### src/rtl/imem_pkg.sv
// Shared definitions for the instruction-memory loader and any model of the memory it fills.
// Holds the FSM encoding, the word geometry and the byte-lane order.
package imem_pkg;

  localparam int BYTES_PER_WORD = 4;
  localparam int BYTE_W         = 8;

  // 1: lane 0 (lowest address) carries word[31:24], so a big-endian fetch returns the word unchanged.
  localparam bit LANE_MSB_FIRST = 1'b1;

  typedef enum logic [2:0] {
    ST_IDLE      = 3'd0,
    ST_WAIT_WORD = 3'd1,
    ST_WRITE     = 3'd2,
    ST_DONE      = 3'd3,
    ST_ERR       = 3'd4
  } state_t;

endpackage

### src/rtl/word_byte_splitter.sv
// Loads a 32-bit word and shifts it out one byte per cycle in package lane order.
// byte_out always shows the byte for the current idx.
module word_byte_splitter
  import imem_pkg::*;
(
  input  logic        clk,
  input  logic        rst,
  input  logic        load,
  input  logic [31:0] word,
  input  logic        shift,
  output logic [7:0]  byte_out,
  output logic [1:0]  idx
);

  logic [31:0] sr;

  always_ff @(posedge clk or negedge rst) begin
    if (!rst) begin
      sr  <= '0;
      idx <= '0;
    end else if (load) begin
      sr  <= word;
      idx <= '0;
    end else if (shift) begin
      sr  <= LANE_MSB_FIRST ? {sr[23:0], 8'h00} : {8'h00, sr[31:8]};
      idx <= idx + 2'd1;
    end
  end

  assign byte_out = LANE_MSB_FIRST ? sr[31:24] : sr[7:0];

endmodule

### src/rtl/imem_loader.sv
// Instruction-memory loader: accepts 32-bit words over a valid/ready port and writes
// them as four big-endian byte writes starting at BASE_ADDR, holding the core meanwhile.
module imem_loader
  import imem_pkg::*;
#(
  parameter int unsigned MEM_BYTES = 2048,
  parameter logic [31:0] BASE_ADDR = 32'h0
) (
  input  logic        clk,
  input  logic        rst,
  input  logic        start,
  input  logic        word_valid,
  input  logic [31:0] word_data,
  input  logic        word_last,
  output logic        word_ready,
  output logic        mem_we,
  output logic [31:0] mem_addr,
  output logic [7:0]  mem_wdata,
  output logic        core_hold,
  output logic        done,
  output logic        err
);

  // Handshake: a word transfers on a rising edge where word_valid and word_ready are both 1.
  // word_ready is registered and is 1 exactly while the FSM sits in ST_WAIT_WORD.

  state_t      state;
  logic [31:0] addr_cnt;
  logic        last_q;
  logic [1:0]  idx;
  logic        accept;
  logic        fits;
  logic        last_byte;
  logic [32:0] end_addr;

  assign accept    = word_valid && word_ready;
  // 33-bit sum so a counter near 2^32 cannot wrap into an apparently valid range.
  assign end_addr  = {1'b0, addr_cnt} + 33'(BYTES_PER_WORD - 1);
  assign fits      = end_addr < 33'(MEM_BYTES);
  assign last_byte = (idx == 2'(BYTES_PER_WORD - 1));

  word_byte_splitter u_split (
    .clk      (clk),
    .rst      (rst),
    .load     (accept && fits),
    .word     (word_data),
    .shift    ((state == ST_WRITE) && !last_byte),
    .byte_out (mem_wdata),
    .idx      (idx)
  );

  always_ff @(posedge clk or negedge rst) begin
    if (!rst) begin
      state      <= ST_IDLE;
      addr_cnt   <= BASE_ADDR;
      last_q     <= 1'b0;
      word_ready <= 1'b0;
      mem_we     <= 1'b0;
      mem_addr   <= '0;
      core_hold  <= 1'b0;
      done       <= 1'b0;
      err        <= 1'b0;
    end else begin
      case (state)
        ST_IDLE, ST_DONE, ST_ERR: begin
          if (start) begin
            state      <= ST_WAIT_WORD;
            addr_cnt   <= BASE_ADDR;
            done       <= 1'b0;
            err        <= 1'b0;
            word_ready <= 1'b1;
            core_hold  <= 1'b1;
          end
        end
        ST_WAIT_WORD: begin
          if (accept) begin
            word_ready <= 1'b0;
            if (fits) begin
              state    <= ST_WRITE;
              last_q   <= word_last;
              mem_we   <= 1'b1;
              mem_addr <= addr_cnt;
            end else begin
              state <= ST_ERR;
              err   <= 1'b1;
            end
          end
        end
        ST_WRITE: begin
          if (last_byte) begin
            mem_we   <= 1'b0;
            addr_cnt <= addr_cnt + 32'(BYTES_PER_WORD);
            if (last_q) begin
              state     <= ST_DONE;
              done      <= 1'b1;
              core_hold <= 1'b0;
            end else begin
              state      <= ST_WAIT_WORD;
              word_ready <= 1'b1;
            end
          end else begin
            mem_addr <= mem_addr + 32'd1;
          end
        end
        default: begin
          state      <= ST_IDLE;
          word_ready <= 1'b0;
          mem_we     <= 1'b0;
          core_hold  <= 1'b0;
          done       <= 1'b0;
          err        <= 1'b0;
        end
      endcase
    end
  end

endmodule

### config.mk
export PLATFORM = sky130hd
export DESIGN_NAME = imem_loader
export DESIGN_NICKNAME = d
export VERILOG_FILES = /design/src/rtl/imem_pkg.sv /design/src/rtl/word_byte_splitter.sv /design/src/rtl/imem_loader.sv
export SDC_FILE = /design/constraint.sdc
export NUM_CORES = 1
export LEC_CHECK = 0
export CORE_ASPECT_RATIO = 2
export CORE_MARGIN = 5
export CORE_UTILIZATION = 48
export DETAILED_ROUTE_END_ITERATION = 8
export GPL_TIMING_DRIVEN = 0
export PLACE_DENSITY = 0.72
export REMOVE_ABC_BUFFERS = 1
export SLEW_MARGIN = 20
export SYNTH_ARGS = -nofsm -noshare
export SYNTH_HDL_FRONTEND = slang
export SYNTH_SLANG_ARGS = --single-unit
### constraint.sdc
create_clock -name clk -period 3.5 [get_ports clk]
set_clock_uncertainty 0.2 [all_clocks]
set_input_delay 0.7 -clock clk [delete_from_list [all_inputs] [get_ports clk]]
set_output_delay 0.7 -clock clk [all_outputs]
set_load 0.01 [all_outputs]
==> flow_summary.ini, run 1 <==
[floorplan]
die_h_um = 162
die_x_um = 86.2
core_sq_um = 11400
initial_utilization_pct = 49.1
die_area_sq_um = 14000
ioPinCount = 82
rows = 55

[synthesis]
synth_cells = 622
synth-edff-count = 0
synth_fa_ha_area_share_pct = 0.673
netlist_area_sq_um = 5580
ys.flop_type = dfrtp_1
yosys.area_share.simple_pct = 23.2
ys_top_cells_by_area = dfrtp_1 (47%), nor2_1 (5.7%), mux2i_1 (5.6%), xnor2_1 (3.9%), a21oi_1 (3.5%)
ys_seq_area_share_pct = 47.1
yosys.area.top_type = dfrtp_1
yosys.cell_count.top_type = dfrtp_1
synth_top_area_share_pct = 47.1
yosysUniqueCellTypes = 56
synthMuxAreaShare_pct = 5.76
ys_async_sr_fraction_pct = 100
synth_common_cells = dfrtp_1 (105), nor2_1 (84), nand2_1 (49)
synth_compound_area_share_pct = 13.3
synth-seq-cells = 105
synth_top_family_by_area = simple AND/OR/NAND/NOR gates
synthXorXnorAreaFrac_pct = 4.87
ys_warn_count = 0
avgSynthCellArea_sq_um = 8.97

[drt]
first_iter_violations = 343
finalWirelength_mm = 13.3
vias = 4812
wire_per_inst_um = 16.0
post-route-drc-count = 0
ant_nets = 0
drt_pre_antenna_iters = 4
viasPerCell = 5.78

[place]
hpwl_mm = 9.80
placed_cells = 816
portBuffers = 81
gp_congestion = 0.869

[critical_path]
cp_num_buf_inv = 2
arrival_ns = 2.97
cp_slowest_cell = clkdlybuf4s50_1
worstSetupStartpointType = primary input
crit_path_max_fanout = 10
worstPathCellList = clkdlybuf4s50_1 -> mux2_2 -> a32oi_1 -> buf_2 -> nor2_1 -> a31o_1 -> a21oi_1
slowest_delay_ns = 0.59
worstPathRequired_ns = 3.57
cp-end-kind = flip-flop
crit_family = buffers and inverters
crit_type = in2reg

[final_layout]
finalNonFillerCells = 832
fin_util_pct = 60.0
syn2layout_area_growth_pct = 22.2
layout-drive-gt1-share_pct = 6.52
insertedDiodeCount = 0
fin_nets = 726

[power]
leakage_nw = 2.79
power_density_nw_per_um2 = 703
p_total_mw = 4.79
vdd_ir_drop_max_mv = 0.419

[global_routing]
grt_pass1_vias = 4769
gr-usage-all-layers_pct = 19.5
grt_pass1_wl_mm = 22.3
antenna_found_initial = 0
grt-ovfl-total = 0
grt_max_degree = 82

[timing]
worst_pin_slew_ns = 0.944
finalSetupViolations = 0
finalHoldViolations = 0
setup_tns_ns = 0
slew_headroom_pct = 36.6
period_needed_ns = 2.90
final.period_utilization_pct = 82.9
whs_ns = 0.00527
fmax_mhz = 345
drv_slew = 0
grt_setup_unrepaired = no

[clocking]
postCtsHoldBufs = 0
clk_pin_slew_ns = 0.07
cts_max_path_buffers = 2
cts.repair.resized = 0
root_buffer = clkbuf_16
cts.sinks = 105
h-tree-depth = 3
clock_latency_ns = 0.35
tritoncts = done
postCtsSetupRepairBufs = 0
numCtsBuffers = 9

[job]
cap_violations = 0

[outcome]
status = finished, final reports clean

[min_path]
min_path_type = in2async
==> kinds of logic (layout without fill, tap and decap cells) <==
kind of cell    after synthesis  count (layout)
compound gates              122             122
xor+xnor                     31              31
simple gates                264             264
mux                          32              32
flops                       105             105
fa+ha+maj                     3               3
buf+inv                      65             133
==> layout make-up <==
| class | instances | area (sq um) |
|---|---|---|
| sequential | 105 | 2630 |
| multi-input combinational | 452 | 2700 |
| clock inverter | 6 | 51.3 |
| tap | 142 | 178 |
| clock buffer | 9 | 225 |
| timing repair buffer | 98 | 958 |
| inverter | 20 | 75.1 |
| fill | 1013 | 4540 |
==> metal layers <==
metal	track usage, %	wire, um	vias to the layer above
met4	6.67	276	0
li1	-	-	2327
met2	36.3	7360	127
met1	21.9	5070	2337
met3	3.34	633	21
met5	0	0	-
==> flip-flops by register name (all words and copies together) (netlist names) <==
register     count
addr_cnt        30
core_hold        1
done             1
err              1
last_q           1
mem_addr        32
mem_we           1
state            3
u_split.idx      2
u_split.sr      32
word_ready       1
==> through the flow <==
stage	area, sq um	worst slack [ns]
2_1_floorplan	5370	-4.22
5_1_grt	6820	0.450
6_report	6820	0.598
3_5_place_dp	6530	0.0610
3_3_place_gp	6360	-7.99
4_1_cts	6810	0.353
==> final timing paths <==
| check | start | endpoint | slack, ns | depth (start not counted) |
|---|---|---|---|---|
| min in group clk | core_hold$_DFFE_PN0P_ | core_hold$_DFFE_PN0P_ | 0.31 | 1 |
| worst max-delay path | start | addr_cnt[31]$_DFFE_PN0P_ | 0.60 | 7 |
| worst min register to register | core_hold$_DFFE_PN0P_ | core_hold$_DFFE_PN0P_ | 0.31 | 1 |
| worst max register to register | u_split.idx[0]$_DFFE_PN0P_ | u_split.sr[21]$_DFFE_PN0P_ | 0.60 | 7 |
| max in group asynchronous | rst | done$_DFFE_PN0P_ | 2.42 | 2 |
| worst min-delay path | rst | addr_cnt[27]$_DFFE_PN0P_ | 0.005 | 1 |
==> layout by cell type, fill, tap and decap left out, types with 3 or more instances in the layout <==
cell type and count:
a21o_1 3, a21oi_1 38, a31oi_1 10, a41oi_1 3
and2_1 6, and3_1 7, and4_1 3, buf_2 8
buf_4 3, buf_6 6, clkbuf_16 9, clkdlybuf4s50_1 80
clkinv_4 3, dfrtp_1 105, ha_1 3, inv_1 20
mux2i_1 31, nand2_1 49, nand2b_1 3, nand3_1 36
nand3b_1 3, nand4_1 18, nor2_1 84, nor3_1 24
nor4_1 10, nor4_2 5, o21ai_0 10, o21ai_1 31
o221a_1 4, xnor2_1 25, xor2_1 6
==> power by group <==
part           total [mW]  switching [mW]  internal, mW
clock network       0.945           0.458         0.487
logic                1.90           0.974         0.922
registers            1.95           0.376          1.57
(Power assumes the default switching activity.)
==> inputs of run 2 (changes only) <==
--- a/config.mk
+++ b/config.mk
@@ -10,7 +10,7 @@
 export CORE_UTILIZATION = 48
 export DETAILED_ROUTE_END_ITERATION = 8
 export GPL_TIMING_DRIVEN = 0
-export PLACE_DENSITY = 0.72
+export PLACE_DENSITY = 0.75
 export REMOVE_ABC_BUFFERS = 1
 export SLEW_MARGIN = 20
 export SYNTH_ARGS = -nofsm -noshare
==> constraint.sdc (replaced) <==
create_clock -name clk -period 2.6 [get_ports clk]
set_clock_uncertainty 0.2 [all_clocks]
set_input_delay 0.52 -clock clk [delete_from_list [all_inputs] [get_ports clk]]
set_output_delay 0.52 -clock clk [all_outputs]
set_load 0.01 [all_outputs]
==> run 2 against run 1 <==
Effect of this change:
- worst hold slack better by 0.30 ns
- sequential share of layout area fell by 0.77 points
- combinational power rose by 39%
- die area did not move
- first-iteration DRC count is 30% lower
==> flow_summary.ini, run 2 (synthesis results as in run 1) <==
[drt]
viasPerCell = 5.90
route.met3.wl_um = 743
wire_per_inst_um = 16.8
drt-met1-wl_mm = 5.22
drt_pre_antenna_iters = 5
ant_nets = 0
wl_met2_mm = 7.75
vias = 4923
top_layer = met4
finalWirelength_mm = 14.0
first_iter_violations = 240
post-route-drc-count = 0

[timing]
period_needed_ns = 2.44
final.period_utilization_pct = 94.0
worst_pin_slew_ns = 0.980
slew_headroom_pct = 34.1
drv_slew = 0
finalSetupViolations = 0
fmax_mhz = 409
finalHoldViolations = 0
fin_ws_ns = 0.156

[critical_path]
crit_end = u_split.sr[22]$_DFFE_PN0P_
arrival_ns = 2.48
r2r-start = state[2]$_DFFE_PN0P_
rrSetupSlack_ns = 0.16
timing.rr.end = u_split.sr[22]$_DFFE_PN0P_
reg2reg_depth = 7
worstPathRequired_ns = 2.64
startpoint = state[2]$_DFFE_PN0P_
worstSetupStartpointType = flip-flop
crit_path_max_fanout = 13
crit_type = reg2reg
cp-end-kind = flip-flop

[clocking]
clk_pin_slew_ns = 0.07
cts_max_path_buffers = 2
root_buffer = clkbuf_16
tritoncts = done
numCtsBuffers = 9
cts.sinks = 105
h-tree-depth = 3
clock_latency_ns = 0.35

[final_layout]
insertedDiodeCount = 0
reg_top3 = mem_addr (32), u_split.sr (32), addr_cnt (30)
layout-drive-gt1-share_pct = 7.94
syn2layout_area_growth_pct = 24.8
fin_nets = 728
fin_util_pct = 61.3
layout_commonest_cell = dfrtp_1
final_cell_mix = dfrtp_1 (104), nor2_1 (84), clkdlybuf4s50_1 (79)

[place]
dpl_worst_slack_ns = -0.641
gp_congestion = 0.878
portBuffers = 81
hpwl_mm = 10.1

[power]
leakage_nw = 2.84
vdd_ir_drop_max_mv = 0.698
power_density_nw_per_um2 = 966

[min_path]
min_path_type = reg2reg

[global_routing]
grt-ovfl-total = 0
grt_max_degree = 58
gr-usage-all-layers_pct = 20.7
grt_pass1_vias = 4973
grt_pass1_wl_mm = 23.4
antenna_found_initial = 0

[floorplan]
core_sq_um = 11400
die_h_um = 162
die_x_um = 86.2
rows = 55
ioPinCount = 82
initial_utilization_pct = 49.1
die_area_sq_um = 14000

[outcome]
status = finished, final reports clean

[job]
cap_violations = 0
[run 2: cell types whose count changed in the layout (fill, tap and decap cells not counted), moves of 2 or more]
cell	change
buf_6	-3
buf_8	+3
clkbuf_8	+3
clkinv_4	-3
a32oi_1	-2
inv_6	-2
[run 2: worst max-delay path: stages (launching register included)]
cell	delay [ns]
dfrtp_1	0.56
nor4b_4	0.41
clkbuf_4	0.26
buf_2	0.22
buf_2	0.22
buf_4	0.18
mux2i_1	0.19
a21oi_1	0.08
[run 2: layer usage]
layer / GRT usage, % / vias up
met5: 0 / -
met4: 8.23 / 0
met3: 4.46 / 24
met2: 38.0 / 141
met1: 22.6 / 2417
li1: - / 2341
[run 2: power breakdown]
part / internal (mW) / switching (mW)
clock: 0.824 / 0.611
combinational: 1.29 / 1.35
sequential: 2.12 / 0.533
total: 4.23 / 2.49
[run 2: how the worst min path moves through the flow]
| stage | cells after the start | end | start | slack [ns] |
|---|---|---|---|---|
| 2_1_floorplan | 0 | addr_cnt[10]$_DFFE_PN0P_ | rst | 0.02 |
| 3_3_place_gp | 1 | mem_addr[28]$_DFFE_PN0P_ | mem_addr[28]$_DFFE_PN0P_ | 0.29 |
| 3_5_place_dp | 1 | addr_cnt[9]$_DFFE_PN0P_ | rst | 0.29 |
| 4_1_cts | 2 | u_split.sr[6]$_DFFE_PN0P_ | u_split.sr[6]$_DFFE_PN0P_ | 0.31 |
| 5_1_grt | 1 | core_hold$_DFFE_PN0P_ | core_hold$_DFFE_PN0P_ | 0.33 |
| 6_report | 2 | u_split.sr[6]$_DFFE_PN0P_ | u_split.sr[6]$_DFFE_PN0P_ | 0.31 |
[run 2: final cells by class]
type | count | area (sq um)
multi-input cells | 452 | 2770
flip-flops and latches | 105 | 2630
fillers | 958 | 4390
clock buffers | 12 | 267
clock inverters | 4 | 50.0
inverters | 20 | 75.1
repair buffers | 100 | 990
well taps | 142 | 178
[run 2: repair_timing]
item	CTS	global route
pin swaps	1	0
resized for setup	7	9
endpoints found under the hold margin	48	0
hold buffers	1	0
setup endpoints to repair	62	18
buffers inserted	1	0
[run 2: through the flow]
stage / std cells / total power [mW] / area [sq um] / hold WS [ns] / setup TNS, ns
final: 835 / 6.72 / 6960 / 0.307 / 0
after global routing: 835 / 7.16 / 6960 / 0.330 / -0.00253
after CTS: 835 / 6.71 / 6910 / 0.312 / 0
after detailed placement: 817 / 5.24 / 6540 / 0.294 / -18.46
after global placement: 800 / 4.88 / 6360 / 0.286 / -738.51
after floorplan: 577 / 4.07 / 5370 / 0.0244 / -230.79
